File: src/rtl/tlul_cdc_host_arbiter.sv
// tlul_cdc_host_arbiter
//   Round-robin arbiter that lets several 100 MHz hosts share the single
//   main-to-peripheral TL-UL CDC crossing, one transaction in flight at a time.
//   D-channel responses are steered by the grant register, not by d_source.
//   Optional feature macro: TLUL_CDC_ARB_TIMEOUT_EN
//     defined   -> issue-to-response watchdog, error response to the host and
//                  a drain state that absorbs the late downstream traffic.
//     undefined -> no watchdog; WAIT waits indefinitely; timeout_o tied low.

package tlul_pkg;

    localparam logic [2:0] PutFullData    = 3'h0;
    localparam logic [2:0] PutPartialData = 3'h1;
    localparam logic [2:0] Get            = 3'h4;
    localparam logic [2:0] AccessAck      = 3'h0;
    localparam logic [2:0] AccessAckData  = 3'h1;

    typedef struct packed {
        logic        a_valid;
        logic [2:0]  a_opcode;
        logic [2:0]  a_param;
        logic [1:0]  a_size;
        logic [7:0]  a_source;
        logic [31:0] a_address;
        logic [3:0]  a_mask;
        logic [31:0] a_data;
        logic        d_ready;
    } tl_h2d_t;

    typedef struct packed {
        logic        d_valid;
        logic [2:0]  d_opcode;
        logic [2:0]  d_param;
        logic [1:0]  d_size;
        logic [7:0]  d_source;
        logic        d_sink;
        logic [31:0] d_data;
        logic        d_error;
        logic        a_ready;
    } tl_d2h_t;

endpackage

module tlul_cdc_host_arbiter #(
    parameter int unsigned NumHosts      = 4,
    parameter int unsigned TimeoutCycles = 1024
) (
    input  logic                                 clk_main_i,
    input  logic                                 rst_ni,
    input  tlul_pkg::tl_h2d_t [NumHosts-1:0]     tl_h2d_i,
    output tlul_pkg::tl_d2h_t [NumHosts-1:0]     tl_d2h_o,
    output tlul_pkg::tl_h2d_t                    tl_h2d_o,
    input  tlul_pkg::tl_d2h_t                    tl_d2h_i,
    output logic [$clog2(NumHosts)-1:0]          grant_o,
    output logic                                 busy_o,
    output logic                                 timeout_o
);

    localparam int unsigned GW = $clog2(NumHosts);

    localparam logic [2:0] S_IDLE  = 3'd0;
    localparam logic [2:0] S_ISSUE = 3'd1;
    localparam logic [2:0] S_WAIT  = 3'd2;
`ifdef TLUL_CDC_ARB_TIMEOUT_EN
    localparam logic [2:0] S_ERR   = 3'd3;
    localparam logic [2:0] S_DRAIN = 3'd4;
    localparam int unsigned CntW   = $clog2(TimeoutCycles);
`endif

    // Configurations outside the supported range are rejected at elaboration.
    if (NumHosts < 2 || NumHosts > 8 || TimeoutCycles < 4) begin : g_bad_cfg
        $error("tlul_cdc_host_arbiter: unsupported NumHosts/TimeoutCycles");
    end

    logic [2:0]          r_state;
    logic [GW-1:0]       r_grant;
    logic [GW-1:0]       r_last_grant;
    tlul_pkg::tl_h2d_t   r_req;

    logic [NumHosts-1:0] w_avalid;
    logic [NumHosts-1:0] w_hdready;
    logic                w_any;
    logic [GW-1:0]       w_win;
    logic                w_gnt_dready;
    logic                w_d_hs;
    logic                w_tmo;

`ifdef TLUL_CDC_ARB_TIMEOUT_EN
    logic [CntW-1:0]     r_cnt;
    logic                r_a_done;
`endif

    assign w_gnt_dready = w_hdready[r_grant];
    assign w_d_hs       = (r_state == S_WAIT) && tl_d2h_i.d_valid && w_gnt_dready;

    // Round-robin search starting one past the last winner
    always_comb begin
        logic [GW-1:0] v_idx;
        w_any = 1'b0;
        w_win = '0;
        v_idx = '0;
        for (int unsigned i = 1; i <= NumHosts; i++) begin
            v_idx = GW'((32'(r_last_grant) + i) % NumHosts);
            if (!w_any && w_avalid[v_idx]) begin
                w_any = 1'b1;
                w_win = v_idx;
            end
        end
    end

`ifdef TLUL_CDC_ARB_TIMEOUT_EN
    // Watchdog fires on the last allowed cycle unless the response lands then
    assign w_tmo = ((r_state == S_ISSUE) || (r_state == S_WAIT)) &&
                   (r_cnt == CntW'(TimeoutCycles - 1)) && !w_d_hs;
`else
    assign w_tmo = 1'b0;
`endif

    // Per-host response steering and a_ready to the round-robin winner
    for (genvar h = 0; h < NumHosts; h++) begin : g_host
        tlul_pkg::tl_d2h_t w_rsp;

        assign w_avalid[h]  = tl_h2d_i[h].a_valid;
        assign w_hdready[h] = tl_h2d_i[h].d_ready;
        assign tl_d2h_o[h]  = w_rsp;

        // Only the granted host ever sees D traffic; gated low during reset
        always_comb begin
            w_rsp = '0;
            if (rst_ni) begin
                if (r_state == S_IDLE && w_any && w_win == GW'(h)) begin
                    w_rsp.a_ready = 1'b1;
                end
                if (r_grant == GW'(h)) begin
                    if (r_state == S_WAIT) begin
                        w_rsp         = tl_d2h_i;
                        w_rsp.a_ready = 1'b0;
                    end
`ifdef TLUL_CDC_ARB_TIMEOUT_EN
                    else if (r_state == S_ERR) begin
                        w_rsp.d_valid  = 1'b1;
                        w_rsp.d_error  = 1'b1;
                        w_rsp.d_opcode = (r_req.a_opcode == tlul_pkg::Get) ?
                                         tlul_pkg::AccessAckData : tlul_pkg::AccessAck;
                        w_rsp.d_source = r_req.a_source;
                        w_rsp.d_size   = r_req.a_size;
                        w_rsp.d_data   = '0;
                    end
`endif
                end
            end
        end
    end

    // Downstream request: held A fields plus state-dependent valid/ready
    always_comb begin
        tl_h2d_o         = r_req;
        tl_h2d_o.a_valid = 1'b0;
        tl_h2d_o.d_ready = 1'b0;
        if (rst_ni) begin
            case (r_state)
                S_ISSUE: tl_h2d_o.a_valid = 1'b1;
                S_WAIT:  tl_h2d_o.d_ready = w_gnt_dready;
`ifdef TLUL_CDC_ARB_TIMEOUT_EN
                // A request may still be pending when the watchdog fired
                S_ERR:   tl_h2d_o.a_valid = !r_a_done;
                S_DRAIN: begin
                    tl_h2d_o.a_valid = !r_a_done;
                    tl_h2d_o.d_ready = r_a_done;
                end
`endif
                default: ;
            endcase
        end
    end

    // Main transaction FSM, grant bookkeeping and A-field capture
    always_ff @(posedge clk_main_i or negedge rst_ni) begin
        if (!rst_ni) begin
            r_state      <= S_IDLE;
            r_grant      <= '0;
            r_last_grant <= GW'(NumHosts - 1);
            r_req        <= '0;
        end else begin
            case (r_state)
                S_IDLE: begin
                    if (w_any) begin
                        r_state      <= S_ISSUE;
                        r_grant      <= w_win;
                        r_last_grant <= w_win;
                        r_req        <= tl_h2d_i[w_win];
                    end
                end
                S_ISSUE: begin
`ifdef TLUL_CDC_ARB_TIMEOUT_EN
                    if (w_tmo)                 r_state <= S_ERR;
                    else
`endif
                    if (tl_d2h_i.a_ready)      r_state <= S_WAIT;
                end
                S_WAIT: begin
                    if (w_d_hs)                r_state <= S_IDLE;
`ifdef TLUL_CDC_ARB_TIMEOUT_EN
                    else if (w_tmo)            r_state <= S_ERR;
`endif
                end
`ifdef TLUL_CDC_ARB_TIMEOUT_EN
                S_ERR: begin
                    if (w_gnt_dready)          r_state <= S_DRAIN;
                end
                S_DRAIN: begin
                    if (r_a_done && tl_d2h_i.d_valid) r_state <= S_IDLE;
                end
`endif
                default:                       r_state <= S_IDLE;
            endcase
        end
    end

`ifdef TLUL_CDC_ARB_TIMEOUT_EN
    // Issue-to-response cycle counter, restarted whenever a new grant issues
    always_ff @(posedge clk_main_i or negedge rst_ni) begin
        if (!rst_ni) begin
            r_cnt <= '0;
        end else if (r_state == S_IDLE) begin
            if (w_any) r_cnt <= '0;
        end else if (r_state == S_ISSUE || r_state == S_WAIT) begin
            r_cnt <= r_cnt + 1'b1;
        end
    end

    // Remembers whether the downstream already took the A beat
    always_ff @(posedge clk_main_i or negedge rst_ni) begin
        if (!rst_ni) begin
            r_a_done <= 1'b0;
        end else if (r_state == S_IDLE) begin
            r_a_done <= 1'b0;
        end else if (r_state == S_ISSUE || r_state == S_ERR || r_state == S_DRAIN) begin
            if (!r_a_done && tl_d2h_i.a_ready) r_a_done <= 1'b1;
        end
    end
`endif

    assign grant_o   = r_grant;
    assign busy_o    = (r_state != S_IDLE);
    assign timeout_o = w_tmo;

endmodule

File: config.mk
export PLATFORM = sky130hd
export DESIGN_NAME = tlul_cdc_host_arbiter
export DESIGN_NICKNAME = d
export VERILOG_FILES = /design/src/rtl/tlul_cdc_host_arbiter.sv
export SDC_FILE = /design/constraint.sdc
export NUM_CORES = 1
export LEC_CHECK = 0
export BUFFER_PORTS_ARGS = -buffer_cell sky130_fd_sc_hd__clkbuf_2
export CORE_AREA = 2 2 272 274
export CTS_BUF_LIST = sky130_fd_sc_hd__clkbuf_8 sky130_fd_sc_hd__clkbuf_16
export DETAILED_ROUTE_END_ITERATION = 8
export DIE_AREA = 0 0 274 276
export PLACE_DENSITY_LB_ADDON = 0.05
export SLEW_MARGIN = 20
export SYNTH_ARGS = -nofsm -noshare
export SYNTH_HDL_FRONTEND = slang
export SYNTH_SLANG_ARGS = --single-unit
File: constraint.sdc
create_clock -name clk_main_i -period 3.1 [get_ports clk_main_i]
set_input_delay 0.155 -clock clk_main_i [delete_from_list [all_inputs] [get_ports clk_main_i]]
set_output_delay 0.155 -clock clk_main_i [all_outputs]
set_load 0.01 [all_outputs]
==> metrics.csv <==
metric,value,unit
outcome,completed,
CTS tree,yes,
"Top FF cell, synth",dfrtp_1,
crit-path leading delay family,flip-flops,
worst path bufs/invs,2,
Detailed Route Iter0 Violations,201,
synth-to-layout area growth,68.9,%
nature of the critical path startpoint,register,
Critical Path RT,2.94,ns
Final Cycle Share,84.5,%
R2R setup slack,0.77,ns
Syn Nets,1203,
Hold Path Depth,3,
largest net degree at the start of global routing,79,
Synth top area share,32.3,%
kind of critical path,register to output pin,
vias in the first global route,9375,
Crit. End Element,output pin,
Non-Filler Instances,2427,
Hold/Removal Path Class,input pin to register,
Yosys top cell by area,dfrtp_1,
Tightest Pin Transition,0.727,ns
die area,0.0756,mm2
CTS buffer count,9,
Fin Setup TNS,0,ns
1st-pass router iterations,4,
Vias/cell,3.54,
GRT overflow,0,
# clock sinks,90,
first-pass GRT wire length,64.7,mm
DR vias,8583,
max-slew violations,0,
die height,276,um
RR Endpoint,tl_h2d_o[83],
Crit Path Max Fanout,62,
Slew HR,51.6,%
Clock Tree Root,clkbuf_16,
"Net count, final",1854,
origin of the worst min-delay path,tl_h2d_i[220],
Die Wd,274,um
post-place setup slack,0.771,ns
final WL,46.1,mm
Placer Congestion,0.781,
"count leader, synth",nor2_1,
most frequent cells after synthesis,"nor2_1, mux2i_1, nand2_1",
Worst EP arrival,2.46,ns
clock slew at reported path FFs,0.09,ns
pwr dens,737,mW/mm2
layout cells sized above 1,50.9,%
top achievable clock speed,0.382,GHz
ys async rst share,100,%
Core Area,0.0726,mm2
critical path's slowest cell,dfstp_2,
sequential area share after synthesis,33.1,%
Post-DP HPWL,36.5,mm
worst skew pair latency,0.39,ns
count of different cell masters after synthesis,32,
RSZ-0062 raised after global routing,no,
Final Setup Violations,0,
DR DRC count,0,
total power,8.48,mW
ANT nets after route,0,
max cap viols,0,
crit-path cells,"nand2b_1, a21oi_2, o221ai_4, buf_12, nor3b_1, clkbuf_2",
min Tclk post-route,2.62,ns
wire per inst,19.0,um
"flops & latches, synth",90,
largest cells by area after synthesis,"dfrtp_1, mux2i_1, nor2_1, o221ai_1, nand2_1",
gr usage total,11.8,%
Post-Syn Area,0.00682,mm2
Post-synth EDFFs,0,
initial antenna violation count,14,
Top-Level Pins,696,
syn avg cell area,8.47,um2
Lkg Pwr,6.06,nW
Hold EP,tl_h2d_o[48],
synth warn,0,
Reg2Reg Depth,7,
Final WS setup,0.482,ns
Inst Count DP,2402,
postcts setup bufs,0,
# rows,99,
clk buf depth,2,
post-synthesis cell count,805,
CTS H-tree depth,3,
Initial Utilization,9.39,%
Peak VDD IR,0.000356,V
worst r2r src,r_last_grant[1],
final hold vios,0,
clock skew,0.0196,ns
Worst path max stage delay,0.59,ns
Port Buffer Count,694,
[cells in the final DEF (no fill, tap or decap), types with 2 or more instances in the layout]
cell and count:
nor2_1 210, o221ai_1 84, inv_6 2, a21oi_2 2, buf_12 7, nor3b_1 4
nor3_1 2, buf_4 15, a21oi_1 4, mux2i_1 169, nand3b_1 2, nand2b_1 2
dfstp_2 2, clkbuf_2 693, inv_1 2, nand2_1 142, nand2b_4 2, dfrtp_1 88
clkbuf_16 9, dlygate4sd3_1 2, diode_2 7
[state kept, by name, indices dropped and copies added (netlist names)]
name          count
tl_h2d_o         84
grant_o           2
r_last_grant      2
r_state           2
[worst min-delay path, cell delays in order]
cell and delay (ns):
clkbuf_2 0.08, mux2i_1 0.06, o221ai_1 0.15
[layout make-up]
type	instances	area, um2
Multi-Input combinational cell	636	4020
Inverter	2	7.51
Sequential cell	90	2250
Clock buffer	9	225
Tap cell	959	1200
Timing Repair Buffer	717	3740
Fill cell	8376	61100
Antenna cell	7	17.5
Clock inverter	7	53.8
[layer usage]
metal | share of wire [%] | track usage (%) | vias up | wire length [um]
met5 | 0.17 | 0 | - | 78
met3 | 7.9 | 3.51 | 50 | 3650
met4 | 2.3 | 4.21 | 14 | 1040
met1 | 36 | 11.7 | 3987 | 16500
li1 | - | - | 4120 | -
met2 | 54 | 22.7 | 412 | 24900
[logic make-up (layout without fill, tap and decap cells)]
logic type | count (synthesis) | in the layout | share of synthesized area, %
compound gates | 93 | 93 | 11.9
other cells | 1 | 8 | 0.0550
buf+inv | 79 | 735 | 8.57
flops | 90 | 90 | 33.1
mux | 170 | 170 | 25.1
simple gates | 372 | 372 | 21.3
[worst max-delay path by stage]
stage | from | end | slack, ns | depth (start not counted)
final | r_last_grant[1] | tl_d2h_o[156] | 0.48 | 6
after global routing | r_last_grant[1] | tl_d2h_o[156] | 0.33 | 6
after CTS | r_last_grant[1] | tl_d2h_o[156] | 0.43 | 6
after detailed placement | r_last_grant[1] | tl_h2d_o[60] | 0.77 | 7
after global placement | r_last_grant[1] | tl_h2d_o[83] | 0.77 | 7
after floorplan | r_last_grant[1] | tl_d2h_o[156] | 1.30 | 6
[timing repair]
| action | in CTS | in global routing |
|---|---|---|
| endpoints found under the hold margin | 46 | 0 |
| endpoints found under the setup margin | 0 | 0 |
| gates resized for setup | 0 | 0 |
| hold buffers | 2 | 0 |
[stage by stage]
stage | utilization (%) | instance area (um2) | hold slack (ns)
finish | 15.9 | 11500 | 0.0834
global route | 15.9 | 11500 | 0.0780
CTS | 15.8 | 11500 | 0.0501
detailed placement | 15.4 | 11200 | -0.0191
global placement | 15.4 | 11200 | -0.0183
floorplan | - | 6820 | -0.141
[where the power goes]
group	internal [mW]	switching, mW	total [mW]
registers	1.78	0.402	2.18
clock network	0.555	0.627	1.18
logic	1.95	3.17	5.12
total	4.28	4.20	8.48
(Power assumes the default switching activity.)
